### src/rtl/ysyx_22050039_ctrl_pkg.sv
// Shared types for the NPC multi-cycle execution controller.
// State encoding, error causes and latched decode bundle.
package ysyx_22050039_ctrl_pkg;

    typedef enum logic [2:0] {
        FETCH  = 3'd0,
        DECODE = 3'd1,
        EXEC   = 3'd2,
        MEM    = 3'd3,
        WB     = 3'd4,
        HALT   = 3'd5,
        ERROR  = 3'd6
    } state_t;

    localparam logic [1:0] ERR_NONE    = 2'd0;
    localparam logic [1:0] ERR_INVALID = 2'd1;
    localparam logic [1:0] ERR_MDU_TO  = 2'd2;
    localparam logic [1:0] ERR_MEM_TO  = 2'd3;

    localparam int WD_W = 16;

    typedef struct packed {
        logic reg_wen;
        logic pc_wen;
        logic is_mdu;
        logic is_load;
        logic is_store;
    } dec_t;

endpackage

### src/rtl/ysyx_22050039_wdog.sv
// Wait-cycle counter for EXEC/MEM stalls.
// tc asserts once the count has reached LIMIT; the count then holds.
import ysyx_22050039_ctrl_pkg::*;

module ysyx_22050039_wdog #(
    parameter int LIMIT = 255
) (
    input  logic            clk,
    input  logic            rst,
    input  logic            clr,
    input  logic            inc,
    output logic [WD_W-1:0] cnt,
    output logic            tc
);

    assign tc = (cnt == WD_W'(LIMIT));

    // clear on stage entry, count each stalled cycle
    always_ff @(posedge clk) begin
        if (rst || clr) begin
            cnt <= '0;
        end else if (inc && !tc) begin
            cnt <= cnt + 1'b1;
        end
    end

endmodule

### src/rtl/ysyx_22050039_exec_ctrl.sv
// Multi-cycle FETCH/DECODE/EXEC/MEM/WB sequencer for the NPC core.
// Optional perf counters: define YSYX_22050039_PERF_CNT_EN.
import ysyx_22050039_ctrl_pkg::*;

module ysyx_22050039_exec_ctrl #(
    parameter int TIMEOUT_CYCLES = 255,
    parameter int CNT_W          = 64
) (
    input  logic             clk,
    input  logic             rst,
    input  logic             inst_valid,
    output logic             inst_ready,
    input  logic             dec_reg_wen,
    input  logic             dec_pc_wen,
    input  logic             dec_is_mdu,
    input  logic             dec_is_load,
    input  logic             dec_is_store,
    input  logic             dec_ebreak,
    input  logic             dec_invalid,
    output logic             mdu_start,
    input  logic             mdu_done,
    output logic             mem_req,
    output logic             mem_we,
    input  logic             mem_ack,
    output logic             reg_wen,
    output logic             pc_wen,
    output logic             pc_redirect,
    output logic             halted,
    output logic             error,
    output logic [1:0]       err_code
`ifdef YSYX_22050039_PERF_CNT_EN
    ,
    output logic [CNT_W-1:0] cyc_cnt,
    output logic [CNT_W-1:0] inst_cnt
`endif
);

    state_t          state_q;
    state_t          state_d;
    dec_t            dec_q;
    logic [1:0]      err_q;
    logic [1:0]      err_d;
    logic            wd_clr;
    logic            wd_inc;
    logic            wd_tc;
    logic [WD_W-1:0] wd_cnt;

    ysyx_22050039_wdog #(
        .LIMIT (TIMEOUT_CYCLES)
    ) u_wdog (
        .clk (clk),
        .rst (rst),
        .clr (wd_clr),
        .inc (wd_inc),
        .cnt (wd_cnt),
        .tc  (wd_tc)
    );

    // state and sticky error cause
    always_ff @(posedge clk) begin
        if (rst) begin
            state_q <= FETCH;
            err_q   <= ERR_NONE;
        end else begin
            state_q <= state_d;
            err_q   <= err_d;
        end
    end

    // capture decode flags while in DECODE
    always_ff @(posedge clk) begin
        if (rst) begin
            dec_q <= '0;
        end else if (state_q == DECODE) begin
            dec_q.reg_wen  <= dec_reg_wen;
            dec_q.pc_wen   <= dec_pc_wen;
            dec_q.is_mdu   <= dec_is_mdu;
            dec_q.is_load  <= dec_is_load;
            dec_q.is_store <= dec_is_store;
        end
    end

    // next-state, error cause and watchdog control
    always_comb begin
        state_d = state_q;
        err_d   = err_q;
        wd_inc  = 1'b0;
        unique case (state_q)
            FETCH: begin
                if (inst_valid) state_d = DECODE;
            end
            DECODE: begin
                unique case (1'b1)
                    dec_invalid: begin
                        state_d = ERROR;
                        err_d   = ERR_INVALID;
                    end
                    (!dec_invalid && dec_ebreak): begin
                        state_d = HALT;
                    end
                    (!dec_invalid && !dec_ebreak): begin
                        state_d = EXEC;
                    end
                    default: state_d = EXEC;
                endcase
            end
            EXEC: begin
                if (dec_q.is_mdu) begin
                    if (mdu_done) begin
                        state_d = WB;
                    end else if (wd_tc) begin
                        state_d = ERROR;
                        err_d   = ERR_MDU_TO;
                    end else begin
                        wd_inc = 1'b1;
                    end
                end else if (dec_q.is_load || dec_q.is_store) begin
                    state_d = MEM;
                end else begin
                    state_d = WB;
                end
            end
            MEM: begin
                if (mem_ack) begin
                    state_d = WB;
                end else if (wd_tc) begin
                    state_d = ERROR;
                    err_d   = ERR_MEM_TO;
                end else begin
                    wd_inc = 1'b1;
                end
            end
            WB:      state_d = FETCH;
            HALT:    state_d = HALT;
            ERROR:   state_d = ERROR;
            default: state_d = FETCH;
        endcase
    end

    // restart the wait count on every state change
    assign wd_clr = (state_d != state_q);

    assign inst_ready  = (state_q == FETCH);
    assign mdu_start   = (state_q == EXEC) && dec_q.is_mdu
                       && (wd_cnt == '0);
    assign mem_req     = (state_q == MEM);
    assign mem_we      = (state_q == MEM) && dec_q.is_store;
    assign reg_wen     = (state_q == WB) && dec_q.reg_wen;
    assign pc_wen      = (state_q == WB);
    assign pc_redirect = (state_q == WB) && dec_q.pc_wen;
    assign halted      = (state_q == HALT);
    assign error       = (state_q == ERROR);
    assign err_code    = err_q;

`ifdef YSYX_22050039_PERF_CNT_EN
    // running cycle and retired-instruction counters
    always_ff @(posedge clk) begin
        if (rst) begin
            cyc_cnt  <= '0;
            inst_cnt <= '0;
        end else begin
            if (state_q != HALT && state_q != ERROR)
                cyc_cnt <= cyc_cnt + 1'b1;
            if (state_q == WB)
                inst_cnt <= inst_cnt + 1'b1;
        end
    end
`endif

endmodule

### config.mk
export PLATFORM = sky130hd
export DESIGN_NAME = ysyx_22050039_exec_ctrl
export DESIGN_NICKNAME = d
export VERILOG_FILES = /design/src/rtl/ysyx_22050039_ctrl_pkg.sv /design/src/rtl/ysyx_22050039_wdog.sv /design/src/rtl/ysyx_22050039_exec_ctrl.sv
export SDC_FILE = /design/constraint.sdc
export NUM_CORES = 1
export LEC_CHECK = 0
export CAP_MARGIN = 20
export CORE_MARGIN = 1.5
export CORE_UTILIZATION = 50
export DETAILED_ROUTE_END_ITERATION = 12
export PLACE_DENSITY = 0.85
export SLEW_MARGIN = 30
export SYNTH_ARGS = -nofsm -noshare
export SYNTH_HDL_FRONTEND = slang
export SYNTH_SLANG_ARGS = --single-unit
### constraint.sdc
create_clock -name clk -period 4.5 [get_ports clk]
set_input_delay 0.675 -clock clk [delete_from_list [all_inputs] [get_ports clk]]
set_output_delay 0.675 -clock clk [all_outputs]
set_load 0.01 [all_outputs]
==> results.toml <==
[clock_tree]
cts_max_level = 1
cts_buffers = 3
cts.clk_slew.worst_paths_ns = 0.14
cts_buffer_depth = 2
ctsRootBufferMaster = "clkbuf_4"
cts_hold_buf = 0
numClockSinks = 26
cts_tree = "built"
insertion_delay_ns = 0.31
cts_setup_buffers = 0
post_cts_resized = 0

[grt]
grt_start_max_net_pins = 17
grtUsageTotal_pct = 20.32
grt_pass1_wl_um = 5437
overflow = 0
antenna_found_initial = 0
first_global_vias = 1246

[timing]
tns_ns = 0
worstMarginPinSlew_ns = 0.6459
fmax_mhz = 348.5
fin_crit_sh_pct = 63.77
setup_viol = 0
report.final.slew_viol_count = 0
fin_ws_ns = 1.630
relSlewSlack_pct = 56.62
fin_crit_ns = 2.870
timing.final.hold_violations = 0
rsz0062_at_grt = "false"
skew_ns = 0.01680

[drt]
drc = 2
drtIter0Drc = 83
firstDrtPassIters = 8
routed_wl_um = 3235
ant_nets = 0
wl_per_cell_um = 14.44
vias_per_cell = 6.054
vias = 1356

[synth]
syn_inst = 176
synthesis.nets = 190
async_flop_share_pct = 0
yosys_warnings = 0
synth_seq_area_share_pct = 34.44
synth-edff-count = 0
ys.flop_type = "dfxtp_1"
synth-seq-cells = 26
postSynthAreaPerCell_um2 = 8.588
ys_types = 42
syn_area_mm2 = 0.001511

[power]
power_frac_comb_pct = 19.3
leakage_uw = 0.0005366
switching_share_pct = 28.11
p_per_area_mw_per_mm2 = 245.2
power_uw = 426.5
clkPwrFrac_pct = 22.1
peakVddDrop_v = 0.0001099
pwr-share-seq_pct = 58.6
internal-power_uw = 306.6
switching_power_uw = 119.9

[critical_path]
arrival_ns = 2.19
critical_path_class = "register to output port"
slowest_delay_ns = 0.59
worst_setup_path_end_kind = "output port"
crit_path_top_delay_cell = "clkdlybuf4s50_1"
cp-start-kind = "register"
worstPathRequired_ns = 3.83
path_max_fanout = 15
crit_chain = "nor2_1 > and3_1 > nand4_1 > nor4_1 > clkdlybuf4s50_1"

[die]
dieWidth_um = 57.98
initial_core_util_pct = 53.88
core_area_mm2 = 0.002805
rows = 19
die_height_um = 57.98
io-pin-count = 23
dieArea_mm2 = 0.003362

[run_status]
outcome = "complete, but fails checks"
violations = "design-rule violations"

[finish]
drive_gt1_share_pct = 5.699
nets = 209
syn2layout_area_growth_pct = 15.07
diodes = 0

[placed_design]
port-buffer-count = 22
globalplace.congestion = 0.8265
post-place-ws_ns = 1.956
dp_hpwl_um = 2510

[min_path]
hold_path.class = "register to register"

[flow_run]
drv_cap = 0
==> registers in the layout (all words and copies together) (netlist names) <==
register	flops
err_code	2
dec_q	5
state_q	3
u_wdog.cnt	16
==> cell usage in the layout, fill, tap and decap left out, types with 2 or more instances in the layout <==
master	instances
xnor2_1	15
clkbuf_4	3
or3_1	2
o21ai_0	7
clkdlybuf4s50_1	22
or4_4	2
dfxtp_1	26
nor2b_1	6
a21oi_1	4
ha_1	2
nand2b_1	2
nand4_1	3
nand3_1	4
nor4_1	4
and2_1	4
mux2i_1	6
nor3_1	27
and3_1	3
nor3b_1	2
a31oi_1	2
nor2_1	16
nor4b_1	5
nand2_1	5
inv_1	6
==> final timing paths <==
kind / slack (ns) / cells past startpoint / from / end
setup / recovery: 1.63 / 5 / state_q[2] / mdu_start
hold / removal: 0.50 / 2 / dec_q[3] / dec_q[3]
setup reg to reg: 1.92 / 5 / u_wdog.cnt[8] / u_wdog.cnt[9]
hold reg to reg: 0.50 / 2 / dec_q[3] / dec_q[3]
==> kinds of logic (layout without fill, tap and decap cells) <==
group,Yosys count,in the layout,share of synthesized area [%]
AO/OA/AOI/OAI,22,22,10.68
XOR/XNOR,15,15,8.692
adder cells (fa/ha/maj),2,2,1.655
buffers and inverters,14,31,5.049
flip-flops,26,26,34.44
multiplexers,6,6,3.974
AND/OR/NAND/NOR,91,91,35.51
==> metrics by stage <==
step | instance area, um2 | std cells | utilization, % | hold slack (ns)
global route | 1739 | 224 | 62.00 | 0.5189
detailed placement | 1717 | 221 | 61.20 | 0.4793
global placement | 1717 | 221 | 61.20 | 0.4646
finish | 1739 | 224 | 62.00 | 0.5044
floorplan | 1511 | 176 | - | 0.4515
CTS | 1739 | 224 | 62.00 | 0.5112
==> cells in the mapped netlist (all sizes together) (2+ instances only) <==
library cell / instances / area (um2)
clkbuf: 2 / 7.510
nand2b: 2 / 12.51
and2: 4 / 25.02
nor2b: 6 / 37.54
nand3: 5 / 37.54
or4: 2 / 22.52
nand4: 3 / 18.77
buf: 6 / 46.28
nor4: 5 / 46.29
and3: 3 / 18.77
dfxtp: 26 / 520.5
nand2: 5 / 18.77
o21ai: 9 / 56.30
nor2: 16 / 60.06
a31oi: 3 / 33.78
xnor2: 15 / 131.4
nor3: 28 / 145.1
or3: 2 / 12.51
a21oi: 4 / 20.02
mux2i: 6 / 60.06
nor3b: 2 / 15.01
inv: 6 / 22.52
ha: 2 / 25.02
nor4b: 5 / 43.79
==> metal layers <==
metal  share of wire (%)  global-route usage (%)  vias to the layer above
met1                  45                   27.44                      650
met4                0.59                   5.980                        0
met2                  49                   34.42                       34
li1                    -                       -                      670
met5                   0                       0                        -
met3                 4.8                   2.009                        2
==> layout make-up <==
type	count	area, um2
well taps	31	38.79
clock buffers	3	22.52
flip-flops and latches	26	520.5
repair buffers	22	220.2
fillers	251	1066
multi-input cells	136	914.6
inverters	6	22.52
==> worst max-delay path: cells and delay by family, from the launching register on <==
family | cells | cell delay (ns)
and+or+nand+nor | 4 | 0.79
buffers and inverters | 1 | 0.59
DFF | 1 | 0.49
==> power groups by stage <==
stage          sequential, uW  clock [uW]  combinational, uW
3_5_place_dp              255           0               81.5
2_1_floorplan             247           0               65.6
5_1_grt                   252         105               90.0
4_1_cts                   250        98.5               81.7
6_report                  250        94.2               82.1
3_3_place_gp              255           0               80.3
Note: power is estimated with default switching activity, not from simulation.
